[config.mk]
export PLATFORM = sky130hd
export DESIGN_NAME = bnn_stream_loader_flat
export DESIGN_NICKNAME = d
export VERILOG_FILES = /design/src/rtl/bnn_stream_loader_if.sv /design/src/rtl/bnn_stream_loader.sv /design/src/flat_wrapper.sv
export SDC_FILE = /design/constraint.sdc
export NUM_CORES = 2
export LEC_CHECK = 0
export ABC_CLOCK_PERIOD_IN_PS = 5450
export CAP_MARGIN = 10
export CORE_AREA = 5 5 337 339
export DETAILED_ROUTE_END_ITERATION = 10
export DIE_AREA = 0 0 342 344
export GPL_ROUTABILITY_DRIVEN = 0
export GPL_TIMING_DRIVEN = 0
export PLACE_DENSITY = 0.64
export SLEW_MARGIN = 5
export SYNTH_ARGS = -nofsm -noshare
export SYNTH_HDL_FRONTEND = slang
export SYNTH_SLANG_ARGS = --single-unit
[constraint.sdc]
create_clock -name clk -period 5.45 [get_ports clk]
set_clock_uncertainty 0.1 [all_clocks]
set_input_delay 0.545 -clock clk [delete_from_list [all_inputs] [get_ports clk]]
set_output_delay 0.545 -clock clk [all_outputs]
set_load 0.01 [all_outputs]
[src/rtl/bnn_stream_loader_if.sv]
// Stream-side and bank-side signals of the BNN serial loader, bundled as one port.
interface bnn_stream_loader_if #(
    parameter int IMG_H     = 28,
    parameter int IMG_W     = 28,
    parameter int K         = 3,
    parameter int NUM_FILT  = 8,
    parameter int PIX_LANES = 1
);
    logic                          en_wr;
    logic [PIX_LANES-1:0]          d_in_p;
    logic                          d_in_w;
    logic                          frame_start;
    logic                          weight_start;
    logic [IMG_H*IMG_W-1:0]        pixels;
    logic [NUM_FILT*K*K-1:0]       weights;
    logic                          pix_done;
    logic                          w_done;
    logic                          load_done;
    logic                          overrun;

    // Source of the bit streams and consumer of the banks.
    modport master (
        output en_wr, d_in_p, d_in_w, frame_start, weight_start,
        input  pixels, weights, pix_done, w_done, load_done, overrun
    );

    // The loader itself.
    modport slave (
        input  en_wr, d_in_p, d_in_w, frame_start, weight_start,
        output pixels, weights, pix_done, w_done, load_done, overrun
    );
endinterface

[src/rtl/bnn_stream_loader.sv]
// Serial loader filling the BNN binary image and weight banks from asynchronous bit streams.
module bnn_stream_loader #(
    parameter int IMG_H       = 28,
    parameter int IMG_W       = 28,
    parameter int K           = 3,
    parameter int NUM_FILT    = 8,
    parameter int PIX_LANES   = 1,
    parameter int SYNC_STAGES = 2
) (
    input  logic              clk,
    input  logic              reset_n,
    bnn_stream_loader_if.slave bus
);
    localparam int NPIX   = IMG_H * IMG_W;
    localparam int NWGT   = NUM_FILT * K * K;
    localparam int ROW_W  = (IMG_H > 1) ? $clog2(IMG_H) : 1;
    localparam int COL_W  = (IMG_W > 1) ? $clog2(IMG_W) : 1;
    localparam int KW     = (K > 1) ? $clog2(K) : 1;
    localparam int FW     = (NUM_FILT > 1) ? $clog2(NUM_FILT) : 1;
    localparam int PIX_IW = (NPIX > 1) ? $clog2(NPIX) : 1;
    localparam int W_IW   = (NWGT > 1) ? $clog2(NWGT) : 1;

    localparam logic [ROW_W-1:0] ROW_LAST = ROW_W'(IMG_H - 1);
    localparam logic [COL_W-1:0] COL_LAST = COL_W'(IMG_W - PIX_LANES);
    localparam logic [KW-1:0]    K_LAST   = KW'(K - 1);
    localparam logic [FW-1:0]    F_LAST   = FW'(NUM_FILT - 1);

    generate
        if (IMG_W % PIX_LANES != 0) begin : g_bad_lanes
            $error("bnn_stream_loader: IMG_W must be a multiple of PIX_LANES");
        end
        if (PIX_LANES != 1 && PIX_LANES != 2 && PIX_LANES != 4) begin : g_bad_lane_count
            $error("bnn_stream_loader: PIX_LANES must be 1, 2 or 4");
        end
        if (SYNC_STAGES < 2) begin : g_bad_sync
            $error("bnn_stream_loader: SYNC_STAGES must be at least 2");
        end
    endgenerate

    logic [SYNC_STAGES-1:0]                en_sync;
    logic [SYNC_STAGES-1:0]                w_sync;
    logic [SYNC_STAGES-1:0][PIX_LANES-1:0] p_sync;

    logic                 beat;
    logic [PIX_LANES-1:0] p_bit;
    logic                 w_bit;

    logic [NPIX-1:0]  pixels;
    logic [NWGT-1:0]  weights;
    logic [ROW_W-1:0] row, row_nxt;
    logic [COL_W-1:0] col, col_nxt;
    logic             pix_done, pix_done_nxt;
    logic [FW-1:0]    f, f_nxt;
    logic [KW-1:0]    t, t_nxt;
    logic [KW-1:0]    b, b_nxt;
    logic             w_done, w_done_nxt;
    logic             overrun;

    logic [PIX_IW-1:0] pix_base;
    logic [W_IW-1:0]   w_idx;

    // Multi-flop synchroniser for the asynchronous stream inputs.
    always_ff @(posedge clk) begin
        if (!reset_n) begin
            en_sync <= '0;
            w_sync  <= '0;
            p_sync  <= '0;
        end else begin
            en_sync <= {en_sync[SYNC_STAGES-2:0], bus.en_wr};
            w_sync  <= {w_sync[SYNC_STAGES-2:0], bus.d_in_w};
            p_sync  <= {p_sync[SYNC_STAGES-2:0], bus.d_in_p};
        end
    end

    assign beat  = en_sync[SYNC_STAGES-1];
    assign p_bit = p_sync[SYNC_STAGES-1];
    assign w_bit = w_sync[SYNC_STAGES-1];

    assign pix_base = PIX_IW'(row) * PIX_IW'(IMG_W) + PIX_IW'(col);
    assign w_idx    = W_IW'(f) * W_IW'(K * K) + W_IW'(t) * W_IW'(K) + W_IW'(b);

    // Pixel cursor: restart on frame_start, else advance by one lane group per beat until full.
    always_comb begin
        row_nxt      = row;
        col_nxt      = col;
        pix_done_nxt = pix_done;
        if (bus.frame_start) begin
            row_nxt      = '0;
            col_nxt      = '0;
            pix_done_nxt = 1'b0;
        end else if (beat && !pix_done) begin
            if (col != COL_LAST) begin
                col_nxt = col + COL_W'(PIX_LANES);
            end else if (row != ROW_LAST) begin
                col_nxt = '0;
                row_nxt = row + ROW_W'(1);
            end else begin
                pix_done_nxt = 1'b1;
            end
        end
    end

    // Weight cursor: restart on weight_start, else b -> t -> f ripple per beat until full.
    always_comb begin
        f_nxt      = f;
        t_nxt      = t;
        b_nxt      = b;
        w_done_nxt = w_done;
        if (bus.weight_start) begin
            f_nxt      = '0;
            t_nxt      = '0;
            b_nxt      = '0;
            w_done_nxt = 1'b0;
        end else if (beat && !w_done) begin
            if (b != K_LAST) begin
                b_nxt = b + KW'(1);
            end else if (t != K_LAST) begin
                b_nxt = '0;
                t_nxt = t + KW'(1);
            end else if (f != F_LAST) begin
                b_nxt = '0;
                t_nxt = '0;
                f_nxt = f + FW'(1);
            end else begin
                w_done_nxt = 1'b1;
            end
        end
    end

    // Cursor and done-flag registers for both banks.
    always_ff @(posedge clk) begin
        if (!reset_n) begin
            row      <= '0;
            col      <= '0;
            pix_done <= 1'b0;
            f        <= '0;
            t        <= '0;
            b        <= '0;
            w_done   <= 1'b0;
        end else begin
            row      <= row_nxt;
            col      <= col_nxt;
            pix_done <= pix_done_nxt;
            f        <= f_nxt;
            t        <= t_nxt;
            b        <= b_nxt;
            w_done   <= w_done_nxt;
        end
    end

    // Pixel bank: frame_start wins over a coincident beat, whose pixel bits are dropped.
    always_ff @(posedge clk) begin
        if (!reset_n || bus.frame_start) begin
            pixels <= '0;
        end else if (beat && !pix_done) begin
            for (int unsigned i = 0; i < PIX_LANES; i++) begin
                pixels[pix_base + PIX_IW'(i)] <= p_bit[i];
            end
        end
    end

    // Weight bank: weight_start wins over a coincident beat.
    always_ff @(posedge clk) begin
        if (!reset_n || bus.weight_start) begin
            weights <= '0;
        end else if (beat && !w_done) begin
            weights[w_idx] <= w_bit;
        end
    end

    // Sticky flag for beats arriving when neither bank can take them.
    always_ff @(posedge clk) begin
        if (!reset_n) begin
            overrun <= 1'b0;
        end else if (beat && pix_done && w_done) begin
            overrun <= 1'b1;
        end
    end

    assign bus.pixels    = pixels;
    assign bus.weights   = weights;
    assign bus.pix_done  = pix_done;
    assign bus.w_done    = w_done;
    assign bus.load_done = pix_done & w_done;
    assign bus.overrun   = overrun;
endmodule
[src/flat_wrapper.sv]
// flat-port wrapper written by rule: the top's interface ports become plain ports
module bnn_stream_loader_flat 
#(
    parameter int IMG_H       = 28,
    parameter int IMG_W       = 28,
    parameter int K           = 3,
    parameter int NUM_FILT    = 8,
    parameter int PIX_LANES   = 1,
    parameter int SYNC_STAGES = 2
)
  (clk, reset_n, bus_en_wr, bus_d_in_p, bus_d_in_w, bus_frame_start, bus_weight_start, bus_pixels, bus_weights, bus_pix_done, bus_w_done, bus_load_done, bus_overrun);
  bnn_stream_loader_if #(.IMG_H(IMG_H), .IMG_W(IMG_W), .K(K), .NUM_FILT(NUM_FILT), .PIX_LANES(PIX_LANES)) bus_i ();
  input  logic clk;
  input  logic reset_n;
  input wire logic [$bits(bus_i.en_wr)-1:0] bus_en_wr;
  input wire logic [$bits(bus_i.d_in_p)-1:0] bus_d_in_p;
  input wire logic [$bits(bus_i.d_in_w)-1:0] bus_d_in_w;
  input wire logic [$bits(bus_i.frame_start)-1:0] bus_frame_start;
  input wire logic [$bits(bus_i.weight_start)-1:0] bus_weight_start;
  output wire logic [$bits(bus_i.pixels)-1:0] bus_pixels;
  output wire logic [$bits(bus_i.weights)-1:0] bus_weights;
  output wire logic [$bits(bus_i.pix_done)-1:0] bus_pix_done;
  output wire logic [$bits(bus_i.w_done)-1:0] bus_w_done;
  output wire logic [$bits(bus_i.load_done)-1:0] bus_load_done;
  output wire logic [$bits(bus_i.overrun)-1:0] bus_overrun;
  assign bus_i.en_wr = bus_en_wr;
  assign bus_i.d_in_p = bus_d_in_p;
  assign bus_i.d_in_w = bus_d_in_w;
  assign bus_i.frame_start = bus_frame_start;
  assign bus_i.weight_start = bus_weight_start;
  assign bus_pixels = bus_i.pixels;
  assign bus_weights = bus_i.weights;
  assign bus_pix_done = bus_i.pix_done;
  assign bus_w_done = bus_i.w_done;
  assign bus_load_done = bus_i.load_done;
  assign bus_overrun = bus_i.overrun;
  bnn_stream_loader #(.IMG_H(IMG_H), .IMG_W(IMG_W), .K(K), .NUM_FILT(NUM_FILT), .PIX_LANES(PIX_LANES), .SYNC_STAGES(SYNC_STAGES)) u_core (.clk(clk), .reset_n(reset_n), .bus(bus_i));
endmodule
# --- Word-level counts from Yosys, hierarchy flattened ---
# Index checks and enable logic that the tools add are counted.
word_totals:
  register_bits: 882
  inputBits: 7
  out_inout_bits: 860
  elab_cells: 76
classes:
  n_addsub: 8
  multipliers: 3
  order_cmp: 4
  n_eq_ne: 5
  mux: 12
  n_bitwise: 7
  n_reduce_logical: 23
ops:
  columns: ["op", "count"]
  rows:
  - ["bitwise mux 784 bit", 1]
  - ["bitwise mux 72 bit", 1]
  - ["less-than comparator 10 x 11 -> 1 bit (second input constant)", 1]
  - ["adder 10 x 5 -> 10 bit", 1]
  - ["adder 5 x 1 -> 5 bit (second input constant)", 2]
  - ["demux 1 bit (select 10 bit)", 1]
  - [">= comparator 10 x 1 -> 1 bit (second input constant)", 1]
  - ["2-to-1 mux 5 bit", 2]
  - ["inequality test 5 bit (second input constant)", 2]
  - ["AND reduction 3 bit", 3]
  - ["less-than comparator 7 x 8 -> 1 bit (second input constant)", 1]
  - ["multiplier 5 x 3 -> 8 bit (second input constant)", 1]
  - ["2-to-1 mux 2 bit", 4]
  - ["AND reduction 4 bit", 2]
  - ["adder 7 x 2 -> 7 bit", 1]
  - ["adder 7 x 4 -> 7 bit", 1]
  - ["demux 1 bit (select 7 bit)", 1]
  - [">= comparator 7 x 1 -> 1 bit (second input constant)", 1]
  - ["multiplier 3 x 4 -> 7 bit (second input constant)", 1]
  - ["logical AND 1 bit", 6]
  - ["inverter 1 bit", 6]
  - ["adder 2 x 1 -> 2 bit (second input constant)", 2]
  - ["multiplier 2 x 2 -> 4 bit (second input constant)", 1]
  - ["inequality test 2 bit (second input constant)", 2]
  - ["other kinds (10)", 17]

# --- Logic depth before layout (Yosys ltp) ---
depth:
  word_depth: 8
  depth_mapped: 14
  depth_no_buf: 13

# --- Least setup slack after synthesis ---
# OpenSTA, ideal clock, no wires.
synth_timing:
  kind: "reg2reg"
  startpoint: "reg u_core.t[0]"
  endpoint: "reg u_core.weights[22], in the netlist u_core.bus.weights[22]"
  setup_time_ns: 0.135
  arrival_ns: 3.634
  required_ns: 5.215
  setup_slack_ns: 1.581
  path_stages_with_launch: 15
  path_buffers: 1
  synth_period_minus_slack_ns: 3.869
  cell_sequence: "dfxtp_1 ha_1 inv_1 fa_1 inv_1 ha_1 ha_1 nor2b_1 o21ai_1 a21boi_0 or3_1 o21a_1 clkbuf_1 o311ai_0 o41ai_1"
synth_between:
  elab_chain_len: 8
synth_rtl:
  columns: ["item", "line", "rtl"]
  rows:
  - ["from (decl)", "bnn_stream_loader.sv:54", "logic [KW-1:0] t, t_nxt;"]
  - ["from (signal assigned)", "bnn_stream_loader.sv:145", "t <= t_nxt;"]
  - ["multiplier 2 x 2 -> 4 bit *", "bnn_stream_loader.sv:80", "assign w_idx = W_IW'(f) * W_IW'(K * K) + W_IW'(t) * W_IW'(K) + W_IW'(b);"]
  - ["adder 7 x 4 -> 7 bit *", "bnn_stream_loader.sv:80", null]
  - ["adder 7 x 2 -> 7 bit *", "bnn_stream_loader.sv:80", null]
  - ["less-than comparator 7 x 8 -> 1 bit (implied by the code) / >= comparator 7 x 1 -> 1 bit (equally long branches)", "bnn_stream_loader.sv:167", "weights[w_idx] <= w_bit;"]
  - ["logical AND 1 bit (implied by the code)", "bnn_stream_loader.sv:167", null]
  - ["2-to-1 mux 1 bit (implied by the code)", "bnn_stream_loader.sv:167", null]
  - ["demux 1 bit (select 7 bit) *", null, null]
  - ["bitwise mux 72 bit *", "bnn_stream_loader.sv:167", null]
  - ["to (signal, indexed assignment)", "bnn_stream_loader.sv:167", null]
  - ["to (decl)", "bnn_stream_loader.sv:49", "logic [NWGT-1:0] weights;"]
# Every way passes the cells marked *; elsewhere a longest branch is shown, timed or not.
# A chain may end at the register's enable or synchronous reset.

# --- Worst setup path after layout ---
layout_timing:
  startpoint: "reg u_core.row[2]"
  endpoint: "reg u_core.pixels[664], in the netlist u_core.bus.pixels[664]"
layout_between:
  elab_chain_len: 7
layout_rtl:
  columns: ["item", "line", "rtl"]
  rows:
  - ["from (decl)", "bnn_stream_loader.sv:50", "logic [ROW_W-1:0] row, row_nxt;"]
  - ["from (signal assigned)", "bnn_stream_loader.sv:141", "row <= row_nxt;"]
  - ["multiplier 5 x 3 -> 8 bit *", "bnn_stream_loader.sv:79", "assign pix_base = PIX_IW'(row) * PIX_IW'(IMG_W) + PIX_IW'(col);"]
  - ["adder 10 x 5 -> 10 bit *", "bnn_stream_loader.sv:79", null]
  - ["less-than comparator 10 x 11 -> 1 bit (implied by the code) / >= comparator 10 x 1 -> 1 bit (equally long branches)", "bnn_stream_loader.sv:157", "pixels[pix_base + PIX_IW'(i)] <= p_bit[i];"]
  - ["logical AND 1 bit (implied by the code)", "bnn_stream_loader.sv:157", null]
  - ["2-to-1 mux 1 bit (implied by the code)", "bnn_stream_loader.sv:157", null]
  - ["demux 1 bit (select 10 bit) *", null, null]
  - ["bitwise mux 784 bit *", "bnn_stream_loader.sv:157", null]
  - ["to (signal, indexed assignment)", "bnn_stream_loader.sv:157", null]
  - ["to (decl)", "bnn_stream_loader.sv:48", "logic [NPIX-1:0] pixels;"]
# Marks and branches as above.

==> impl.org <==
** STA
- Number of endpoints with negative hold slack in the final report :: 0
- The max-slew violation count was 6.
- Slew at the pin closest to its max-slew limit :: 1.637 ns
- RSZ-0062 raised after global routing :: false
- Of the available clock period, the critical path in the final layout requires 0.9666.
- For this run, the top clock speed supported by timing is around 0.19 GHz.
- Setup violations remaining at the end of the flow were counted as 0.
- For the finished layout, the period the worst path requires is between 5 and 6 ns.
- Worst slew slack as a fraction of its limit :: -0.09518

** Logic synthesis
- Yosys warns :: 0
- Post-synth design cell area :: about 36,000 sq um
- Of the post-synthesis cell area, the dominant cell type holds 0.4892.
- Top post-synthesis cells by count :: dfxtp_1, nand3_1, a21oi_1
- Sequential area share after synthesis :: 0.4892
- Post-Synth XOR/XNOR Area :: 0.005616
- Most repeated cell in the gate-level netlist after synthesis :: dfxtp_1
- Largest area contributor in the netlist :: dfxtp_1
- FFs w/ async S/R, synth :: 0
- Main combinational cell family by area after synthesis :: compound AO/OA/AOI/OAI gates
- Of the total synthesized cell area, the portion taken by AND, OR, NAND and NOR gates is 0.1739.
- By area the synthesized netlist is led by dfxtp_1, nand3_1, a21oi_1, o21ai_0, nand2_1.
- In this run, synthesis inferred 0 flip-flops with an integrated enable.
- The synthesized design contains about 880 register bits.
- Measured against the total synthesized area, the mux share comes to 0.01609.
- Count of mapped cells out of synthesis :: between 4,000 and 5,000
- Cell variety after synth :: 60
- Commonest register cell after synthesis :: dfxtp_1
- The compound-gate portion of the synthesized area was 0.2452.
- The number of nets handed over by synthesis was about 4,500.
- Post-Synthesis Mean Instance Area :: approximately 8.1 sq um
- Synthesized-area fraction occupied by adder cells :: 0.01678

** Floorplanning
- In this run the vertical extent of the chip is ~340 um.
- Initial core utilization :: 0.3279
- Boundary Pins :: slightly below 900
- Number of placement rows :: 122
- The floorplan step defined a die boundary enclosing around 120,000 sq um.
- DIE WIDTH :: roughly 340 um
- The region available for standard cell placement spans 110,100 sq um.

** Placed design
- Half-perimeter wire length after placement :: approximately 170,000 um
- Number of port buffers :: 866
- Placed cell area :: approximately 47,000 sq um

** Worst setup path
- STA classifies the critical path startpoint as a flip-flop.
- RR Endpoint :: u_core.bus.pixels[664]
- The worst register-to-register path has a setup slack of between 0.15 and 0.2 ns.
- STA classifies the critical path endpoint as a flip-flop.
- Required time at the worst-slack endpoint :: ~5.9 ns
- In this run the critical register-to-register path is launched from u_core.row[2].
- For the worst flop-to-flop path, the logic depth is 10.
- Highest fanout seen on the critical path :: 8
- Broken down by cell family, the worst path's largest delay share belongs to simple AND/OR/NAND/NOR gates.
- By startpoint and endpoint, the worst setup path is classified as flip-flop to flip-flop.
- Worst-path cell with the longest stage delay :: nor2_1
- Data on the critical path arrives at its endpoint at 5.71 ns.
- The largest single stage delay on the critical path is between 1 and 1.5 ns.
- Buffers & Inverters on Critical Path :: 1
- Cell-by-cell listing of the critical path :: fa_1 -> ha_1 -> ha_1 -> buf_2 -> xnor2_1 -> nand2_1 -> nor2_1 -> nand2_1 -> o21ai_0 -> a21oi_1

** Clock tree
- The root buffer cell chosen for the clock tree is clkbuf_16.
- Clock-pin slew was measured on the worst setup and hold paths at around 0.060 ns.
- Buffers inserted to repair hold after CTS numbered 0.
- Clock Latency Late Sink :: between 0.7 and 0.8 ns
- Clock tree synthesis inserted a total of 98 buffers.
- CTS tree :: yes
- The clock net in this run drives a total of between 800 and 900 sinks.
- Depth of the CTS H-tree :: 3
- Deepest clock path buffer count :: 3

** Route
- Using the TritonRoute via totals, the vias-per-cell ratio works out to between 6 and 7.
- DRC violation count after routing :: 0
- Routed vias :: 42,350
- In this run the remaining antenna-violating nets after routing total 0.
- For this block, the initial DRC count from the detailed router was 5,740.
- Wires add up to around 230,000 um.
- Dividing the detail-routed wire length by the instance count gives between 30 and 40 um.
- First-pass iteration count of the detailed router :: 9

** Run
- Max-cap viol count :: 1

** GRT
- Overall global routing resource usage :: 0.3609
- Entering global routing, the biggest net connects 14 pins.
- The number of antenna violations at the first check in global routing was 21.
- First-pass GRT wire length :: roughly 300,000 um
- Gr ovfl total :: 0
- Number of global-route vias before repair :: between 30,000 and 40,000

** Finish
- Count of nets after finishing :: approximately 5,500
- For this run, the share of the core covered by cells in the final layout is 0.4574.
- Once layout is done, the placed cells without fillers occupy around 50,000 sq um.
- Of the cells placed in the final design, the portion with a size suffix greater than 1 is 0.05717.
- Area growth from synthesis to layout :: 39.49%

** Power and ir drop
- The worst-case IR drop observed on VDD is ~250 uV.
- In this run the static leakage power is approximately 16 nW.
- Dividing total power by cell area gives a power density of roughly 280 nW/um^2.

** Outcome
- Status :: complete, but fails checks
- Violated checks :: max-capacitance violations, max-slew violations

** Worst hold path
- The worst hold path begins at bus_en_wr.
- The tightest min-delay check is of the input pin to flip-flop type.
- The worst hold path terminates at u_core.en_sync[0].
- Hold Path Stages :: 2
[logic make-up (layout without fill, tap and decap cells)]
family | Yosys count | count (layout)
AOI/OAI and AO/OA | 1641 | 1641
xor gates and xnor gates | 21 | 21
adders and majority gates | 43 | 43
buffers and inverters | 437 | 1503
DFF | 882 | 882
muxes | 58 | 58
other | 0 | 16
and+or+nand+nor | 1362 | 1362
[timing repair]
item,in CTS,in global routing
endpoints found under the setup margin,0,201
buffers inserted,0,4
resized for setup,0,7
[state kept, by name (all words and copies together), names as in the netlist]
signal,cells
u_core.b,2
u_core.bus.overrun,1
u_core.bus.pix_done,1
u_core.bus.pixels,784
u_core.bus.w_done,1
u_core.bus.weights,72
u_core.col,5
u_core.en_sync,2
u_core.f,3
u_core.p_bit,1
u_core.p_sync,1
u_core.row,5
u_core.t,2
u_core.w_sync,2
[layout by cell type (no fill, tap or decap), types with 13 or more instances in the layout]
cell type | Yosys | layout
buf_2 | 63 | 64
o21ai_0 | 644 | 644
o21ai_1 | 37 | 37
and2_1 | 15 | 15
buf_6 | 20 | 26
o211ai_1 | 88 | 88
nand2_1 | 331 | 330
inv_1 | 20 | 20
diode_2 | 0 | 16
buf_4 | 12 | 20
clkbuf_1 | 302 | 311
ha_1 | 34 | 34
nor3_1 | 13 | 13
nor2_1 | 205 | 196
clkdlybuf4s50_1 | 0 | 866
o31ai_1 | 95 | 95
nand3_1 | 738 | 738
a21oi_1 | 731 | 731
xnor2_1 | 15 | 15
clkbuf_8 | 0 | 20
dfxtp_1 | 882 | 882
mux2i_1 | 58 | 58
clkinv_2 | 0 | 19
clkbuf_16 | 0 | 99
clkbuf_2 | 6 | 13
buf_1 | 14 | 14
[layer usage]
metal  part of all wire  vias up  wire, um  track usage
met5            0.00066        -       149     0.006127
met4              0.078       10     17700       0.2257
met3               0.14      751     31540       0.1545
met2               0.42     3248     95300       0.5386
met1               0.36    20430     81190       0.4278
li1                   -    17910         -            -
[worst max-delay path by stage]
stage	start	endpoint	slack [ns]	cells past startpoint
global placement	u_core.row[2]	u_core.bus.pixels[96]	-0.35	13
detailed placement	u_core.row[2]	u_core.bus.pixels[478]	0.10	12
floorplan	u_core.t[0]	u_core.bus.weights[22]	1.58	14
finish	u_core.row[2]	u_core.bus.pixels[664]	0.18	10
global route	u_core.row[2]	u_core.bus.pixels[475]	0.06	12
CTS	u_core.row[2]	u_core.bus.pixels[478]	0.09	13
[stage by stage]
| step | cells | worst slack (ns) | power (mW) | hold WS, ns | TNS, ns |
|---|---|---|---|---|---|
| floorplan | 4444 | 1.581 | 6.750 | 0.3119 | 0 |
| finish | 7014 | 0.1821 | 13.88 | 0.3160 | 0 |
| global route | 6998 | 0.05899 | 14.11 | 0.3278 | 0 |
| CTS | 6992 | 0.09120 | 13.82 | 0.3011 | 0 |
| detailed placement | 6813 | 0.1030 | 6.906 | 0.3248 | 0 |
| global placement | 6798 | -0.3511 | 6.901 | 0.3188 | -30.40 |
[layout make-up]
| class | count | area, sq um |
|---|---|---|
| sequential | 882 | 17660 |
| tap | 1488 | 1862 |
| timing repair buffer | 887 | 8921 |
| buffer | 417 | 1863 |
| clock buffer | 137 | 2820 |
| fill | 10820 | 59710 |
| inverter | 20 | 75.07 |
| multi-input combinational | 3125 | 16550 |
| antenna | 16 | 40.04 |
| clock inverter | 42 | 555.5 |
[power breakdown]
part / switching (mW) / total, mW / internal (mW)
combinational: 0.285 / 0.332 / 0.0466
sequential: 0.00216 / 6.45 / 6.45
clock: 2.96 / 7.09 / 4.14
No activity file was read; power rests on OpenSTA's default activity.
